$ cat src/rtl/cache_arbiter.sv
// cache_arbiter: merges icache and dcache line traffic onto one physical-memory port.
// One transaction in flight at a time; address, write data and direction are latched
// at grant. Simultaneous requests alternate between the two caches.
//
// Ports:
//   clk, rst                      clock, asynchronous active-low reset
//   icache_pmem_read/_address     icache line-fill request (held until resp)
//   icache_pmem_rdata/_resp       fill data and one-cycle completion to icache
//   dcache_pmem_read/_write       dcache fill / writeback request (held until resp)
//   dcache_pmem_address/_wdata    dcache line address and writeback line
//   dcache_pmem_rdata/_resp       fill data and one-cycle completion to dcache
//   pmem_read/_write              memory request, held until pmem_resp
//   pmem_address/_wdata           latched transaction address and write line
//   pmem_rdata/_resp              memory read data and completion pulse
module cache_arbiter #(
  parameter int unsigned ADDR_WIDTH = 32,
  parameter int unsigned LINE_WIDTH = 256
) (
  input  logic                  clk,
  input  logic                  rst,

  input  logic                  icache_pmem_read,
  input  logic [ADDR_WIDTH-1:0] icache_pmem_address,
  output logic [LINE_WIDTH-1:0] icache_pmem_rdata,
  output logic                  icache_pmem_resp,

  input  logic                  dcache_pmem_read,
  input  logic                  dcache_pmem_write,
  input  logic [ADDR_WIDTH-1:0] dcache_pmem_address,
  input  logic [LINE_WIDTH-1:0] dcache_pmem_wdata,
  output logic [LINE_WIDTH-1:0] dcache_pmem_rdata,
  output logic                  dcache_pmem_resp,

  output logic                  pmem_read,
  output logic                  pmem_write,
  output logic [ADDR_WIDTH-1:0] pmem_address,
  output logic [LINE_WIDTH-1:0] pmem_wdata,
  input  logic [LINE_WIDTH-1:0] pmem_rdata,
  input  logic                  pmem_resp
);

  typedef enum logic [1:0] {
    IDLE    = 2'd0,
    SERVE_I = 2'd1,
    SERVE_D = 2'd2
  } state_e;

  state_e                  state_q;
  logic [ADDR_WIDTH-1:0]   addr_q;
  logic [LINE_WIDTH-1:0]   wdata_q;
  logic                    is_write_q;
  logic                    last_grant_q;  // 0 = icache, 1 = dcache

  logic i_req;
  logic d_req;
  logic grant_i;

  assign i_req = icache_pmem_read;
  assign d_req = dcache_pmem_read | dcache_pmem_write;

  // icache wins when it is alone, or on a tie when dcache was served last.
  assign grant_i = i_req & (~d_req | last_grant_q);

  // Arbitration state and latched transaction fields.
  always_ff @(posedge clk or negedge rst) begin
    if (!rst) begin
      state_q      <= IDLE;
      addr_q       <= '0;
      wdata_q      <= '0;
      is_write_q   <= 1'b0;
      last_grant_q <= 1'b0;
    end else begin
      case (state_q)
        IDLE: begin
          if (grant_i) begin
            state_q      <= SERVE_I;
            addr_q       <= icache_pmem_address;
            last_grant_q <= 1'b0;
          end else if (d_req) begin
            state_q      <= SERVE_D;
            addr_q       <= dcache_pmem_address;
            wdata_q      <= dcache_pmem_wdata;
            // read+write together is illegal; write takes precedence
            is_write_q   <= dcache_pmem_write;
            last_grant_q <= 1'b1;
          end
        end
        SERVE_I: begin
          if (pmem_resp) state_q <= IDLE;
        end
        SERVE_D: begin
          if (pmem_resp) state_q <= IDLE;
        end
        default: state_q <= IDLE;
      endcase
    end
  end

  // Memory request decode and response routing to the owning cache only.
  always_comb begin
    pmem_read         = 1'b0;
    pmem_write        = 1'b0;
    icache_pmem_resp  = 1'b0;
    dcache_pmem_resp  = 1'b0;
    icache_pmem_rdata = '0;
    dcache_pmem_rdata = '0;
    case (state_q)
      SERVE_I: begin
        pmem_read         = 1'b1;
        icache_pmem_resp  = pmem_resp;
        icache_pmem_rdata = pmem_rdata;
      end
      SERVE_D: begin
        pmem_read         = ~is_write_q;
        pmem_write        = is_write_q;
        dcache_pmem_resp  = pmem_resp;
        dcache_pmem_rdata = pmem_rdata;
      end
      default: ;
    endcase
  end

  assign pmem_address = addr_q;
  assign pmem_wdata   = wdata_q;

endmodule

$ cat config.mk
export PLATFORM = sky130hd
export DESIGN_NAME = cache_arbiter
export DESIGN_NICKNAME = d
export VERILOG_FILES = /design/src/rtl/cache_arbiter.sv
export SDC_FILE = /design/constraint.sdc
export NUM_CORES = 1
export LEC_CHECK = 0
export CAP_MARGIN = 20
export CORE_AREA = 5 5 536 538
export CTS_CLUSTER_SIZE = 12
export DETAILED_ROUTE_END_ITERATION = 6
export DIE_AREA = 0 0 541 543
export PLACE_DENSITY = 0.3
export SETUP_SLACK_MARGIN = 0.05
export SLEW_MARGIN = 20
export SYNTH_ARGS = -nofsm -noshare
export SYNTH_HDL_FRONTEND = slang
export SYNTH_SLANG_ARGS = --single-unit
$ cat constraint.sdc
create_clock -name clk -period 2.2 [get_ports clk]
set_input_delay 0.22 -clock clk [delete_from_list [all_inputs] [get_ports clk]]
set_output_delay 0.22 -clock clk [all_outputs]
set_load 0.1 [all_outputs]
==> results.toml, run 1 <==
[die]
core_um2 = 281600
ioPinCount = 1386
dieWidth_um = 541
initial_utilization_pct = 5.237
die_y_um = 543
die_area_um2 = 293800
rows = 195

[synthesis]
synth_area_leader_cell = "dfrtp_1"
synth_most_common_cell = "and2_1"
synth_edf_count = 0
ys.flop_type = "dfrtp_1"
syn_area_per_cell_um2 = 11.18
netlist-cell-type-count = 27
synthTopCellsByArea = "dfrtp_1, and2_1, mux2_1"
synthCells = 1319
netlist.area_leader.share_pct = 49.55
yosysSeqAreaShare_pct = 49.55
synth_area_um2 = 14750
yosys_register_bits = 292
yosysWarningCount = 0
synthTopCellsByCount = "and2_1, dfrtp_1, mux2_1, clkbuf_1, mux2_2"
synthArstFlopShare_pct = 100.0
synth_nets = 1904

[placement]
io_buffer_count = 1385
routabilityCongestion = 0.8636
dp.cells = 6423
hpwl_um = 201300

[clocking]
cts_sinks = 292
clockBufferDepth = 3
htree_levels = 2
cts_buffers = 47
cts_root_buf = "clkbuf_16"
path_clk_slew_ns = 0.06
cts_tree = "done"
clk_latency_ns = 0.69

[sta]
max_freq_ghz = 0.3938
post-route-period-util_pct = 115.4
final-hold-violation-count = 0
slew_headroom_pct = 44.58
final-setup-viol-count = 512
tns_ns = -121.18
layout_min_cycle_time_ns = 2.539
rsz0062_at_grt = "true"
fin_ws_ns = -0.3394
clock-skew-final_ns = 0.05701
tightest_slew_ns = 0.8371
slew_violations = 0

[worst_setup_path]
cp_max_fo = 18
crit_type = "reg2out"
critical_path_required_ns = 1.98
start_kind = "flip-flop"
cp_data_arrival_time_ns = 2.32
cp-end-kind = "primary output"
reg2regPathDepth = 6

[route]
wl_per_cell_um = 34.39
route.met2.wl_um = 100100
drt-met1-wl_um = 90140
ant_nets = 0
drt_iter0_markers = 740
maxUsedRoutingLayer = "met5"
wl_met3_um = 31600
drtPass1Iterations = 6
route.detailed.drc = 0
vias = 17430
drt-total-wl_um = 226100
vias_per_cell = 2.651

[global_route]
grt_usage_pct = 14.56
grt_max_degree = 71
antenna_found_initial = 143
grt_pass1_vias = 18260
grt_first_pass_wirelength_um = 265600
grt-ovfl-total = 0

[hold_path]
hold_path.class = "in2reg"
min_path_cells = 2

[final_layout]
drive_above_1_share_pct = 54.31
nFillCells = 31510
nNetsFinal = 3359
postLayoutCoreUtil_pct = 14.89
fin_cells = 6575
syn_to_final_growth_pct = 184.4

[job]
max_cap_violations = 0

[outcome]
outcome = "finished with violations"
violations = "negative setup slack"
## through the flow
| stage | setup slack, ns | hold slack, ns | instance area, um^2 |
|---|---|---|---|
| after floorplan | 0.07145 | -0.07559 | 15010 |
| after global placement | 0.1398 | 0.1477 | 38450 |
| after detailed placement | 0.1549 | 0.1449 | 38450 |
| after CTS | -0.4071 | 0.03271 | 41150 |
| after global routing | -0.4340 | 0.07689 | 41890 |
| final | -0.3394 | 0.1210 | 41940 |
## timing repair
action                                  in CTS  in global routing
endpoints found under the setup margin     515                514
resized for setup                          197                130
pin swaps                                    3                  7
hold buffers                                 2                  0
buffers inserted                            13                  7
cloned                                       9                 14
endpoints found under the hold margin      223                  0
## registers in the layout, indices dropped and copies added (netlist names)
| signal | count |
|---|---|
| pmem_wdata | 256 |
| pmem_address | 32 |
| state_q | 2 |
| is_write_q | 1 |
| last_grant_q | 1 |
## worst max-delay path, stage by stage, from the launching register on
cell,delay (ns)
dfrtp_1,0.37
buf_4,0.14
ha_4,0.16
buf_16,0.15
buf_16,0.17
buf_12,0.16
buf_16,0.15
and2_4,0.15
buf_12,0.16
## final cells by class
class	instances	area (um^2)	area share, %
inverter	4	15.01	0.03580
multi-input combinational	917	7878	18.79
sequential	292	7307	17.42
timing repair buffer	1512	20240	48.27
clock buffer	67	1361	3.246
tap	3743	4683	11.17
clock inverter	16	387.9	0.9249
antenna	24	60.06	0.1432
## placed cells by master (no fill, tap or decap), drive strengths merged, types with 2 or more instances in the layout
cell type	instances
clkinv	7
o2bb2ai	2
bufinv	9
diode	24
inv	4
nand3	33
mux2	256
ha	3
a31oi	32
nor2b	2
and2	515
buf	919
dfrtp	292
o21ai	33
clkbuf	79
nor2	32
clkdlybuf4s50	579
## routing by layer
metal	vias up	GRT usage [%]
li1	7313	-
met3	273	9.045
met2	1174	22.98
met4	42	2.109
met5	-	0
met1	8628	17.07
## kinds of logic after synthesis
logic type	after synthesis	share of synthesized area [%]
adder cells (fa/ha/maj)	3	0.2546
buffers and inverters	110	3.564
flip-flops	292	49.55
multiplexers	256	19.55
AO/OA/AOI/OAI	74	3.148
AND/OR/NAND/NOR	584	23.93
## final timing paths
check                                  startpoint                     to  slack, ns
max                                    state_q[0]  icache_pmem_rdata[66]      -0.34
min                        dcache_pmem_wdata[236]        pmem_wdata[236]       0.12
max reg2reg                            state_q[0]        pmem_wdata[225]       0.39
min reg2reg                       pmem_wdata[179]        pmem_wdata[179]       0.48
max in group asynchronous                     rst           last_grant_q       1.48
min in group asynchronous                     rst        pmem_wdata[153]       0.18
Power of run 1 is not shown: default switching activity piles up to over one toggle a cycle in this logic, so the estimate is an artifact.
==> run 2, diff against run 1 <==
--- a/config.mk
+++ b/config.mk
@@ -8,6 +8,6 @@
 export CAP_MARGIN = 20
-export CORE_AREA = 5 5 536 538
+export CORE_AREA = 2 2 533 535
 export CTS_CLUSTER_SIZE = 12
 export DETAILED_ROUTE_END_ITERATION = 6
-export DIE_AREA = 0 0 541 543
+export DIE_AREA = 0 0 535 537
 export PLACE_DENSITY = 0.3
--- a/constraint.sdc
+++ b/constraint.sdc
@@ -3,2 +3,2 @@
 set_output_delay 0.22 -clock clk [all_outputs]
-set_load 0.1 [all_outputs]
+set_load 0.005 [all_outputs]
==> run 2 against run 1 <==
Effect of this change:
- the flow still finishes with violations (negative setup slack)
- count of clock-buffer cells in the layout is 6 lower
- worst setup slack improved by 0.10 ns
- sequential share of layout area grew 0.69 points
- final cell count grew 2.1%
- global-route usage grew 0.55 points
- routed wire length is 0.60% higher
==> results.toml, run 2 (synthesis gave the netlist of run 1 again) <==
[global_route]
grt_first_pass_wirelength_um = 268900
grt-ovfl-total = 0
grt_max_degree = 65
antenna_found_initial = 168
grt_usage_pct = 15.12
grt_pass1_vias = 18740

[worst_setup_path]
r2r_slack_ns = 0.16
cp_max_fo = 9
start_kind = "flip-flop"
crit_type = "reg2out"
timing.rr.start = "state_q[1]"
cp-end-kind = "primary output"
critical_path_required_ns = 1.98
cp_data_arrival_time_ns = 2.22
worstSetupStartpoint = "state_q[1]"

[power_and_ir_drop]
power_per_cell_area_nw_per_um2 = 1367
p_leak_nw = 16.22
ir_drop_mv = 0.5650
power_w = 0.05513

[die]
core_um2 = 281300
initial_utilization_pct = 5.242
rows = 195
die_area_um2 = 287300
ioPinCount = 1386
dieWidth_um = 535
die_y_um = 537

[final_layout]
final_cell_mix = "clkdlybuf4s50_1, and2_4, buf_6"
drive_above_1_share_pct = 46.19
final_common_cell = "clkdlybuf4s50_1"
fin_cells = 6713
largest_reg_flops = 256
syn_to_final_growth_pct = 173.6
nNetsFinal = 3475

[outcome]
outcome = "finished with violations"
violations = "negative setup slack"

[clocking]
cts_buffers = 44
cts_sinks = 292
clk_latency_ns = 0.63
clockBufferDepth = 3
cts_tree = "done"
path_clk_slew_ns = 0.06
cts_root_buf = "clkbuf_16"
htree_levels = 2

[sta]
slew_headroom_pct = 58.74
rsz0062_at_grt = "true"
fin_hold_ws_ns = 0.1103
final-setup-viol-count = 481
final-hold-violation-count = 0
max_freq_ghz = 0.4100
fin_ws_ns = -0.2390
tightest_slew_ns = 0.6179
layout_min_cycle_time_ns = 2.439
clock-skew-final_ns = 0.03331
post-route-period-util_pct = 110.9
slew_violations = 0
tns_ns = -52.27

[route]
route.detailed.drc = 0
ant_nets = 0
drt-total-wl_um = 227500
wl_per_cell_um = 33.89
vias_per_cell = 2.722
drtPass1Iterations = 5
vias = 18270
drt_iter0_markers = 785

[placement]
dp.cells = 6454
io_buffer_count = 1385
routabilityCongestion = 1.042
hpwl_um = 197900

[hold_path]
hold_path.class = "in2async"

[job]
max_cap_violations = 0
run 2: routing by layer:
metal | part of all wire [%] | global-route usage (%)
met4 | 4.4 | 5.222
met1 | 37 | 16.59
met3 | 14 | 8.581
met2 | 45 | 24.34
met5 | 0.17 | 0
run 2: cell type report:
| class | count | area, um^2 |
|---|---|---|
| Clock inverter | 18 | 252.7 |
| Tap cell | 3743 | 4683 |
| Fill cell | 31750 | 241000 |
| Antenna cell | 47 | 117.6 |
| Inverter | 4 | 15.01 |
| Timing Repair Buffer | 1631 | 18660 |
| Multi-Input combinational cell | 917 | 8080 |
| Clock buffer | 61 | 1225 |
| Sequential cell | 292 | 7307 |
run 2: worst paths after layout:
kind,end,cells past startpoint
setup / recovery,dcache_pmem_rdata[1],8
hold / removal,pmem_address[23],2
setup reg to reg,pmem_wdata[155],7
hold reg to reg,pmem_wdata[153],1
max in group asynchronous,state_q[1],3
min in group clk,pmem_address[23],3
run 2: critical path, cell delays in order (launching register included):
cell and delay (ns):
dfrtp_1 0.41, buf_6 0.13, ha_4 0.17, buf_12 0.15
buf_12 0.15, buf_12 0.14, buf_8 0.12, and2_4 0.16
buf_6 0.13
run 2: power breakdown:
| part | switching, W | internal (W) | total, W | leakage, nW |
|---|---|---|---|---|
| logic | 0.0171 | 0.0206 | 0.0377 | 12.1 |
| registers | 0.00160 | 0.00820 | 0.00980 | 3.40 |
| clock network | 0.00318 | 0.00440 | 0.00758 | 0.714 |
| total | 0.0219 | 0.0332 | 0.0551 | 16.2 |
run 2: per-stage QoR:
| stage | util [%] | worst slack, ns | cell area, um^2 |
|---|---|---|---|
| floorplan | - | 0.5757 | 14750 |
| global placement | 12.35 | -0.09868 | 34740 |
| detailed placement | 12.35 | -0.08369 | 34740 |
| CTS | 13.87 | -0.3503 | 39020 |
| global route | 14.32 | -0.3139 | 40280 |
| finish | 14.34 | -0.2390 | 40340 |
run 2: repair_timing:
| action | 4_1_cts | 5_1_grt |
|---|---|---|
| pin swaps | 27 | 7 |
| hold endpoints to repair | 292 | 0 |
| buffers inserted | 82 | 24 |
| endpoints found under the setup margin | 518 | 525 |
| cloned | 43 | 13 |
| gates resized for setup | 1947 | 578 |
| hold buffers | 1 | 0 |
No activity file was read; power rests on OpenSTA's default activity.
